<file path="src/rtl/fetch_unit_if.sv">
// Fetch-unit bus: instruction-memory request/response, redirect strobe and decode output.
// master = fetch unit side, slave = memory/decode/redirect environment side.
interface fetch_unit_if;
   logic        imem_req_valid;
   logic        imem_req_ready;
   logic [63:0] imem_req_addr;
   logic        imem_rsp_valid;
   logic [31:0] imem_rsp_data;
   logic        redirect_valid;
   logic [63:0] redirect_pc;
   logic        out_valid;
   logic        out_ready;
   logic [31:0] out_instr;
   logic [63:0] out_pc;

   modport master (
      output imem_req_valid, imem_req_addr, out_valid, out_instr, out_pc,
      input  imem_req_ready, imem_rsp_valid, imem_rsp_data, redirect_valid, redirect_pc, out_ready
   );

   modport slave (
      input  imem_req_valid, imem_req_addr, out_valid, out_instr, out_pc,
      output imem_req_ready, imem_rsp_valid, imem_rsp_data, redirect_valid, redirect_pc, out_ready
   );
endinterface

</file>
<file path="src/rtl/fetch_unit.sv">
// Single-outstanding instruction fetch FSM (REQ/WAIT/HOLD/DROP) feeding one decode slot.
// Redirects win over every other event; a request already in flight is drained in DROP.
module fetch_unit #(
   parameter logic [63:0] RESET_PC = 64'h0000_0000_0000_0000
) (
   input  logic         clk,
   input  logic         rst,
   fetch_unit_if.master bus_io
);
   localparam logic [1:0] S_REQ  = 2'd0;
   localparam logic [1:0] S_WAIT = 2'd1;
   localparam logic [1:0] S_HOLD = 2'd2;
   localparam logic [1:0] S_DROP = 2'd3;

   localparam logic [31:0] NOP = 32'h0000_0013;

   logic [1:0]  state_q, state_d;
   logic [63:0] pc_q, pc_d;
   logic        out_valid_q, out_valid_d;
   logic [31:0] out_instr_q, out_instr_d;
   logic [63:0] out_pc_q, out_pc_d;

   always_comb begin
      state_d     = state_q;
      pc_d        = pc_q;
      out_valid_d = out_valid_q;
      out_instr_d = out_instr_q;
      out_pc_d    = out_pc_q;
      if (bus_io.redirect_valid) begin
         // An accepted-but-unanswered request must be drained in DROP before refetching.
         pc_d        = bus_io.redirect_pc & ~64'h3;
         out_valid_d = 1'b0;
         case (state_q)
            S_REQ:   state_d = bus_io.imem_req_ready ? S_DROP : S_REQ;
            S_WAIT:  state_d = bus_io.imem_rsp_valid ? S_REQ : S_DROP;
            S_HOLD:  state_d = S_REQ;
            default: state_d = bus_io.imem_rsp_valid ? S_REQ : S_DROP;
         endcase
      end else begin
         case (state_q)
            S_REQ: begin
               if (bus_io.imem_req_ready) state_d = S_WAIT;
            end
            S_WAIT: begin
               if (bus_io.imem_rsp_valid) begin
                  out_instr_d = bus_io.imem_rsp_data;
                  out_pc_d    = pc_q;
                  out_valid_d = 1'b1;
                  pc_d        = pc_q + 64'd4;
                  state_d     = S_HOLD;
               end
            end
            S_HOLD: begin
               if (bus_io.out_ready) begin
                  out_valid_d = 1'b0;
                  state_d     = S_REQ;
               end
            end
            default: begin
               if (bus_io.imem_rsp_valid) state_d = S_REQ;
            end
         endcase
      end
   end

   always_ff @(posedge clk or posedge rst) begin
      if (rst) begin
         state_q     <= S_REQ;
         pc_q        <= RESET_PC;
         out_valid_q <= 1'b0;
         out_instr_q <= NOP;
         out_pc_q    <= RESET_PC;
      end else begin
         state_q     <= state_d;
         pc_q        <= pc_d;
         out_valid_q <= out_valid_d;
         out_instr_q <= out_instr_d;
         out_pc_q    <= out_pc_d;
      end
   end

   assign bus_io.imem_req_valid = (state_q == S_REQ);
   assign bus_io.imem_req_addr  = pc_q;
   assign bus_io.out_valid      = out_valid_q;
   assign bus_io.out_instr      = out_instr_q;
   assign bus_io.out_pc         = out_pc_q;
endmodule

</file>
<file path="src/flat_wrapper.sv">
// flat-port wrapper written by rule: the top's interface ports become plain ports
module fetch_unit_flat 
#(
   parameter logic [63:0] RESET_PC = 64'h0000_0000_0000_0000
)
  (clk, rst, bus_io_imem_req_valid, bus_io_imem_req_addr, bus_io_out_valid, bus_io_out_instr, bus_io_out_pc, bus_io_imem_req_ready, bus_io_imem_rsp_valid, bus_io_imem_rsp_data, bus_io_redirect_valid, bus_io_redirect_pc, bus_io_out_ready);
  fetch_unit_if bus_io_i ();
  input  logic clk;
  input  logic rst;
  output wire logic [$bits(bus_io_i.imem_req_valid)-1:0] bus_io_imem_req_valid;
  output wire logic [$bits(bus_io_i.imem_req_addr)-1:0] bus_io_imem_req_addr;
  output wire logic [$bits(bus_io_i.out_valid)-1:0] bus_io_out_valid;
  output wire logic [$bits(bus_io_i.out_instr)-1:0] bus_io_out_instr;
  output wire logic [$bits(bus_io_i.out_pc)-1:0] bus_io_out_pc;
  input wire logic [$bits(bus_io_i.imem_req_ready)-1:0] bus_io_imem_req_ready;
  input wire logic [$bits(bus_io_i.imem_rsp_valid)-1:0] bus_io_imem_rsp_valid;
  input wire logic [$bits(bus_io_i.imem_rsp_data)-1:0] bus_io_imem_rsp_data;
  input wire logic [$bits(bus_io_i.redirect_valid)-1:0] bus_io_redirect_valid;
  input wire logic [$bits(bus_io_i.redirect_pc)-1:0] bus_io_redirect_pc;
  input wire logic [$bits(bus_io_i.out_ready)-1:0] bus_io_out_ready;
  assign bus_io_imem_req_valid = bus_io_i.imem_req_valid;
  assign bus_io_imem_req_addr = bus_io_i.imem_req_addr;
  assign bus_io_out_valid = bus_io_i.out_valid;
  assign bus_io_out_instr = bus_io_i.out_instr;
  assign bus_io_out_pc = bus_io_i.out_pc;
  assign bus_io_i.imem_req_ready = bus_io_imem_req_ready;
  assign bus_io_i.imem_rsp_valid = bus_io_imem_rsp_valid;
  assign bus_io_i.imem_rsp_data = bus_io_imem_rsp_data;
  assign bus_io_i.redirect_valid = bus_io_redirect_valid;
  assign bus_io_i.redirect_pc = bus_io_redirect_pc;
  assign bus_io_i.out_ready = bus_io_out_ready;
  fetch_unit #(.RESET_PC(RESET_PC)) u_core (.clk(clk), .rst(rst), .bus_io(bus_io_i));
endmodule
</file>
<file path="config.mk">
export PLATFORM = sky130hd
export DESIGN_NAME = fetch_unit_flat
export DESIGN_NICKNAME = d
export VERILOG_FILES = /design/src/rtl/fetch_unit_if.sv /design/src/rtl/fetch_unit.sv /design/src/flat_wrapper.sv
export SDC_FILE = /design/constraint.sdc
export NUM_CORES = 1
export LEC_CHECK = 0
export ABC_AREA = 1
export CELL_PAD_IN_SITES_DETAIL_PLACEMENT = 0
export CELL_PAD_IN_SITES_GLOBAL_PLACEMENT = 2
export CORE_MARGIN = 2
export CORE_UTILIZATION = 31
export CTS_CLUSTER_SIZE = 12
export DETAILED_ROUTE_END_ITERATION = 7
export DONT_BUFFER_PORTS = 1
export MAX_ROUTING_LAYER = met4
export PLACE_DENSITY_LB_ADDON = 0.25
export SLEW_MARGIN = 10
export SYNTH_ARGS = -nofsm -noshare
export SYNTH_HDL_FRONTEND = slang
export SYNTH_SLANG_ARGS = --single-unit
</file>
<file path="constraint.sdc">
create_clock -name clk -period 4.9 [get_ports clk]
set_clock_uncertainty 0.05 [all_clocks]
set_input_delay 0.98 -clock clk [delete_from_list [all_inputs] [get_ports clk]]
set_output_delay 0.98 -clock clk [all_outputs]
set_load 0.01 [all_outputs]
</file>
==> results of run 1 <==
## logic make-up after synthesis
kind of cell / count (synthesis) / share of synthesized area
xor gates and xnor gates: 2 / 0.00207
adders and majority gates: 1 / 0.00148
other: 1 / 0.000443
buffers and inverters: 130 / 0.0623
and+or+nand+nor: 808 / 0.380
DFF: 159 / 0.471
AOI/OAI and AO/OA: 111 / 0.0827
## path summary, 6_finish.rpt
path	cells past startpoint	to	slack, ns
hold reg to reg	2	u_core.bus_io.out_instr[0]	0.44
hold / removal	2	u_core.bus_io.out_instr[0]	0.44
setup reg to reg	9	u_core.bus_io.imem_req_addr[61]	2.48
setup / recovery	9	u_core.bus_io.imem_req_addr[61]	2.48
min in group asynchronous	1	u_core.bus_io.out_pc[12]	0.55
max in group asynchronous	2	u_core.bus_io.imem_req_addr[36]	3.13
## worst max-delay path, delay by kind of cell, from the launching register on
kind | cells | cell delay [ns]
simple gates | 8 | 1.54
flops | 1 | 0.57
compound gates | 1 | 0.16
## metal layers
layer  GRT usage  share of wire  vias up  wire length, µm
met5           -              0        -                0
met4      0.0386         0.0076        0              232
met3      0.0609          0.077       13             2350
met2       0.332           0.45      231            13700
met1       0.293           0.47     3590            14200
li1            -              -     3812                -
## power by group
group | switching (µW) | internal [µW]
Sequential | 751 | 1800
Clock | 672 | 738
Combinational | 573 | 343
Total | 2000 | 2880
## metrics by stage
stage          cells  cell area, µm²  hold WS (ns)
6_report        1555            9420         0.441
4_1_cts         1553            9410         0.446
3_3_place_gp    1521            8790         0.429
2_1_floorplan   1215            8470         0.419
3_5_place_dp    1521            8790         0.433
5_1_grt         1555            9420         0.484
## registers in the layout (all words and copies together), names as in the netlist
name	cells
u_core.bus_io.imem_req_addr	62
u_core.state_q	2
u_core.bus_io.out_pc	62
u_core.bus_io.out_instr	32
u_core.bus_io.out_valid	1
## placed cells by master (no fill, tap or decap), types with 2 or more instances in the layout
cell        instances
nand2_1           574
inv_1              80
nand3_1            73
clkinvlp_4          2
inv_6               2
nor2_2              6
nand4_1            11
nor2_4              3
a22oi_1             3
diode_2             2
o21ai_0            30
a21oi_1             3
conb_1              4
dfrtp_1           156
o2111ai_1          23
o21a_1             12
nand2_2             3
o31ai_1             2
nor2_1            135
buf_4              11
clkbuf_16          17
o21ai_1            29
clkinv_8            5
clkinv_4            3
inv_8               3
o22ai_1             3
dfstp_2             3
o211ai_1            2
a31oi_1             3
## final cells by class
class / instances / area (µm²)
Antenna cell: 2 / 5.00
Timing Repair Buffer: 12 / 103
Fill cell: 2979 / 17500
Clock buffer: 17 / 425
Clock inverter: 15 / 196
Sequential cell: 159 / 3980
Tap cell: 341 / 427
Multi-Input combinational cell: 926 / 3960
Inverter: 83 / 318
==> metrics.md, run 1 <==
| Metric | Value |
|---|---|
| Cell Area, Synth | approximately 8500 µm² |
| Setup Total Neg Slack | 0 ns |
| Cts hold-fix bufs | 0 |
| Min Tclk post-route | 2.42 ns |
| Starting density of the core | 0.315 |
| Vias post-DR | roughly 7600 |
| Port Buffers | 0 |
| Number of enable flip-flop cells after synthesis | 0 |
| Pre-antenna DRT Iters | 5 |
| CTS max path bufs | 2 |
| # resized after CTS | 0 |
| Top-area cell type share of the netlist area | 0.462 |
| Pre-CTS setup slack | roughly 2.1 ns |
| Count leader, synth | nand2_1 |
| Worst skew pair latency | 0.44 ns |
| Post-DP HPWL | 22.5 mm |
| Largest net degree at the start of global routing | between 80 and 90 |
| Cell Chain, Critical Path | nand2_1 -> nor2_1 -> nand2_1 -> nor2_1 -> nand2_1 -> o21ai_1 -> nand3_1 -> nand2_1 -> nand2_1 |
| Hold Path Class | reg2reg |
| Fmax | between 0.4 and 0.5 GHz |
| Syn Area/Cell | 6.98 µm² |
| 1st-iter DRT viols | between 500 and 600 |
| Share of cells above drive strength 1 | 0.0528 |
| Final Slew Violations | 0 |
| Hold_sp | u_core.bus_io.out_instr[0] |
| Pwr Total | 4880 µW |
| Pleak | 0.00446 µW |
| CP max-delay cell | dfrtp_1 |
| Biggest area consumer among synthesized cells | dfrtp_1 |
| Power Dens Cells | just over 500 nW/µm² |
| Main synth FF type | dfrtp_1 |
| Core Area | ~27000 µm² |
| Crit Path Max Fanout | 6 |
| Final period utilization | 0.494 |
| # DRC | 0 |
| Cell count after synthesis | about 1200 |
| Initial antenna violation count | 2 |
| Total gr overflow | 0 |
| VDD IR max | 0.232 mV |
| Clock-pin slew on the worst setup and hold paths | ~0.080 ns |
| Die span in x | approximately 170 µm |
| Register area share after synthesis | 0.471 |
| Post-CTS Repair Setup Buffers | 0 |
| RSZ-0062 raised after global routing | false |
| Crit Path Category | reg2reg |
| Synth top area cells | dfrtp_1 46%, nand2_1 25%, nor2_1 6.0% |
| Hold Violations, Final | 0 |
| Max-Slew Margin vs Limit | 0.334 |
| Startpoint types | flip-flop |
| Reg2reg start | u_core.bus_io.imem_req_addr[30] |
| Max Cap Viol | 0 |
| Vias in the first global route | between 7000 and 8000 |
| Critical Path Most Common Cell | nand2_1 |
| First-pass GRT wire length | ~46 mm |
| CP arrival | between 2 and 3 ns |
| Final worst setup slack | between 2 and 2.5 ns |
| Row cnt | 60 |
| CTS Root Cell | clkbuf_16 |
| Finished Core Util | 0.350 |
| Final setup violation count | 0 |
| Least-Margin Pin Slew | about 1.0 ns |
| Critical path's largest stage delay | approximately 0.57 ns |
| Global placement routability congestion | 0.843 |
| TritonCTS Buffers | 17 |
| Status | finished clean |
| Total global-route track usage | 0.218 |
| Async SR Flop Fraction | 1.00 |
| Worst setup path startpoint | u_core.bus_io.imem_req_addr[30] |
| Final WL | between 30 and 40 mm |
| DIE AREA | roughly 29000 µm² |
| Via-to-Cell Ratio | just under 5 |
| #FFs+latches synth | 159 |
| Syn-to-layout area delta | 11.3% |
| DR WL/cell | just under 20 µm |
| H-tree levels | 4 |
| Crit. End Element | flip-flop |
| IO Count | 264 |
| CTS sink count | approximately 160 |
| Nets | about 1300 |
| Die Y | 169 µm |
| Worst EP required | 5.18 ns |
| Synth cell types | 33 |
| Post-synth top cells | 574 x nand2_1, 156 x dfrtp_1, 135 x nor2_1 |
| Post-DRT Antenna Nets | 0 |
| Yosys warnings | 0 |
| CTS tree | yes |
(Power assumes the default switching activity.)
==> run 2: changes to the inputs <==
Settings changed: ABC_AREA 1 to 0, CORE_UTILIZATION 31 to 34.
Clock period 4.9 ns to 2.1 ns, I/O delays scaled along.
==> run 2 against run 1 <==
Net effect:
- sequential power is 110% higher
- core utilization up 9.7 points
- sequential share of layout area is 1.5 points lower
- global-route usage shrank 1.9 points
- non-clock buffer count is 126 higher
- synthesized area decreased by 11%
- register-to-register slack got worse by 2.6 ns
- the flow now finishes with violations (setup timing)
==> metrics.md, run 2 <==
| Metric | Value |
|---|---|
| Final worst setup slack | -0.133 ns (-2.61 ns) |
| R2R Path End | u_core.bus_io.imem_req_addr[36] |
| Most common cell after layout, fill and taps aside | dfrtp_1 |
| Startpoint types | flip-flop |
| Main synth FF type | dfrtp_1 |
| Global placement routability congestion | 0.849 (+0.68%) |
| Syn-to-layout area delta | 29.1% |
| Hold Path Class | in2reg |
| 1st-iter DRT viols | 358 (-40%) |
| Most frequent cells in the layout | 156 x dfrtp_1, 122 x buf_4, 96 x mux2_2 |
| Post-synth top cells | 156 x dfrtp_1, 96 x mux2_2, 76 x nand2_1 |
| Hold_sp | bus_io_imem_rsp_valid |
| Yosys warnings | 0 (unchanged) |
| Clock-pin slew on the worst setup and hold paths | 0.06 ns (-0.02 ns) |
| Least-Margin Pin Slew | 0.532 ns (-0.467 ns) |
| CTS tree | yes |
| Cell count after synthesis | 689 (-43%) |
| CTS Root Cell | clkbuf_16 |
| Crit Path Max Fanout | 4 (-2) |
| Count leader, synth | dfrtp_1 |
| Synth cell types | 50 (+52%) |
| Hold Violations, Final | 0 (unchanged) |
| Crit Path Category | reg2reg |
| Largest net degree at the start of global routing | 129 (+45%) |
| Syn Area/Cell | 11.0 µm² (+57%) |
| Dpl cell area | 8720 µm² (-0.73%) |
| Filler cells | 2059 (-31%) |
| Register area share after synthesis | 0.526 (+0.0555) |
| Die Y | 153 µm (-9.5%) |
| Final instance area | 9770 µm² (+3.8%) |
| Final WL | 22.8 mm (-25%) |
| Total gr overflow | 0 (unchanged) |
| Min Tclk post-route | 2.23 ns (-0.186 ns) |
| Reg2reg start | u_core.bus_io.imem_req_addr[2] |
| H-tree levels | 4 (unchanged) |
| Worst EP required | 2.41 ns (-2.77 ns) |
| First-pass GRT wire length | 35.6 mm (-23%) |
| CP arrival | 2.54 ns (-0.16 ns) |
| Pwr Total | 10500 µW (+110%) |
| IO Count | 264 (unchanged) |
| #FFs+latches synth | 159 (unchanged) |
| WHS Endpoint | u_core.state_q[0] |
| VDD IR max | 0.385 mV (+67%) |
| Final period utilization | 1.06 (+0.570) |
| Final setup violation count | 13 (+13) |
| Port Buffers | 0 (unchanged) |
| Share of cells above drive strength 1 | 0.367 (+0.314) |
| Status | finished, violations left |
| Nets | 913 (-30%) |
| Cells on Worst Hold Path | 1 (-1) |
| DIE AREA | 23500 µm² (-18%) |
| Number of enable flip-flop cells after synthesis | 0 (unchanged) |
| Max Cap Viol | 0 (unchanged) |
| Pleak | 0.00418 µW (-6.4%) |
| Pre-CTS setup slack | -0.227 ns (-2.36 ns) |
| Die span in x | 153 µm (-9.5%) |
| Vias in the first global route | 6122 (-19%) |
| Setup Total Neg Slack | -0.944 ns (-0.944 ns) |
| Reg2Reg Setup Slack | -0.13 ns (-2.61 ns) |
| Synth top area cells | dfrtp_1 52%, mux2_2 14%, nand2_1 3.8% |
| Post-DP HPWL | 16.7 mm (-26%) |
| Worst skew pair latency | 0.43 ns (about the same) |
| Worst Reg-to-Reg Cells | 8 (-1) |
| Power Dens Cells | 1070 nW/µm² (+110%) |
| Pre-antenna DRT Iters | 5 (unchanged) |
| Async SR Flop Fraction | 1.00 (unchanged) |
| Final Slew Violations | 0 (unchanged) |
| Violated checks | setup timing |
| Total global-route track usage | 0.199 (-0.0193) |
| # DRC | 0 (unchanged) |
| Initial antenna violation count | 1 (-1) |
| Core Area | 21800 µm² (-19%) |
| Biggest area consumer among synthesized cells | dfrtp_1 |
| Cell Area, Synth | 7560 µm² (-11%) |
| TritonCTS Buffers | 17 (unchanged) |
| Post-DRT Antenna Nets | 0 (unchanged) |
| Fmax | 0.448 GHz (+8.3%) |
| DR WL/cell | 20.6 µm (+5.5%) |
| Vias post-DR | 5965 (-22%) |
| CTS sink count | 159 (unchanged) |
| Via-to-Cell Ratio | 5.40 (+9.8%) |
| CTS max path bufs | 2 (unchanged) |
| Top-area cell type share of the netlist area | 0.516 (+0.0544) |
| Max-Slew Margin vs Limit | 0.645 (+0.311) |
| Crit. End Element | flip-flop |
| RSZ-0062 raised after global routing | true |
| Starting density of the core | 0.347 (+0.0320) |
| Row cnt | 54 (-10%) |
run 2: worst max path at each step:
stage / start / to / slack, ns / depth (start not counted)
3_5_place_dp: u_core.bus_io.imem_req_addr[12] / u_core.bus_io.imem_req_addr[40] / -0.23 / 6
5_1_grt: u_core.bus_io.imem_req_addr[3] / u_core.bus_io.imem_req_addr[36] / -0.27 / 8
3_3_place_gp: u_core.bus_io.imem_req_addr[13] / u_core.bus_io.imem_req_addr[60] / -0.21 / 5
2_1_floorplan: rst / u_core.bus_io.imem_req_addr[10] / -0.38 / 1
6_report: u_core.bus_io.imem_req_addr[2] / u_core.bus_io.imem_req_addr[36] / -0.13 / 8
4_1_cts: u_core.bus_io.imem_req_addr[2] / u_core.bus_io.imem_req_addr[60] / -0.13 / 6
run 2: layer usage:
layer,GRT usage,share of wire,routed length (µm)
met2,0.325,0.51,11600
met4,0.0569,0.016,371
met5,-,0,0
met3,0.0468,0.061,1400
met1,0.246,0.41,9390
run 2: timing repair:
item | in CTS | in global routing
endpoints found under the hold margin | 14 | 0
resized for setup | 16 | 36
hold buffers | 1 | 0
endpoints found under the setup margin | 26 | 85
pin swaps | 15 | 24
setup buffers | 8 | 16
run 2: cells by family after synthesis:
| family | synth area share |
|---|---|
| flip-flops | 0.526 |
| AND/OR/NAND/NOR | 0.187 |
| adder cells (fa/ha/maj) | 0.00165 |
| other | 0.000496 |
| AO/OA/AOI/OAI | 0.0633 |
| buffers and inverters | 0.0276 |
| multiplexers | 0.151 |
| XOR/XNOR | 0.0428 |
run 2: final cells by class:
class | instances | area, µm² | area share
diodes | 2 | 5.00 | 0.000512
clock buffers | 21 | 460 | 0.0471
clock inverters | 11 | 131 | 0.0134
inverters | 12 | 48.8 | 0.00499
multi-input cells | 482 | 3660 | 0.374
flip-flops and latches | 159 | 3980 | 0.408
well taps | 280 | 350 | 0.0359
repair buffers | 138 | 1130 | 0.116
run 2: worst max-delay path: stages, from the launching register on:
cell and delay, ns:
dfrtp_1 0.36, ha_2 0.18, and4b_2 0.27, buf_4 0.13, nand4_1 0.17, buf_6 0.20
nor4_4 0.30, nor4b_1 0.33, a211o_1 0.16
run 2: power breakdown:
group          internal (µW)  leakage (µW)  switching [µW]
logic                   1160       0.00202             909
registers               4120       0.00189            1160
clock network           1820      0.000269            1310
total                   7100       0.00418            3380
run 2: through the flow:
| stage | hold WS, ns | instances | util |
|---|---|---|---|
| 2_1_floorplan | 0.463 | 692 | - |
| 5_1_grt | 0.0105 | 1105 | 0.448 |
| 3_5_place_dp | 0.260 | 1046 | 0.400 |
| 6_report | 0.0369 | 1105 | 0.448 |
| 4_1_cts | 0.0112 | 1087 | 0.433 |
| 3_3_place_gp | 0.246 | 1046 | 0.400 |
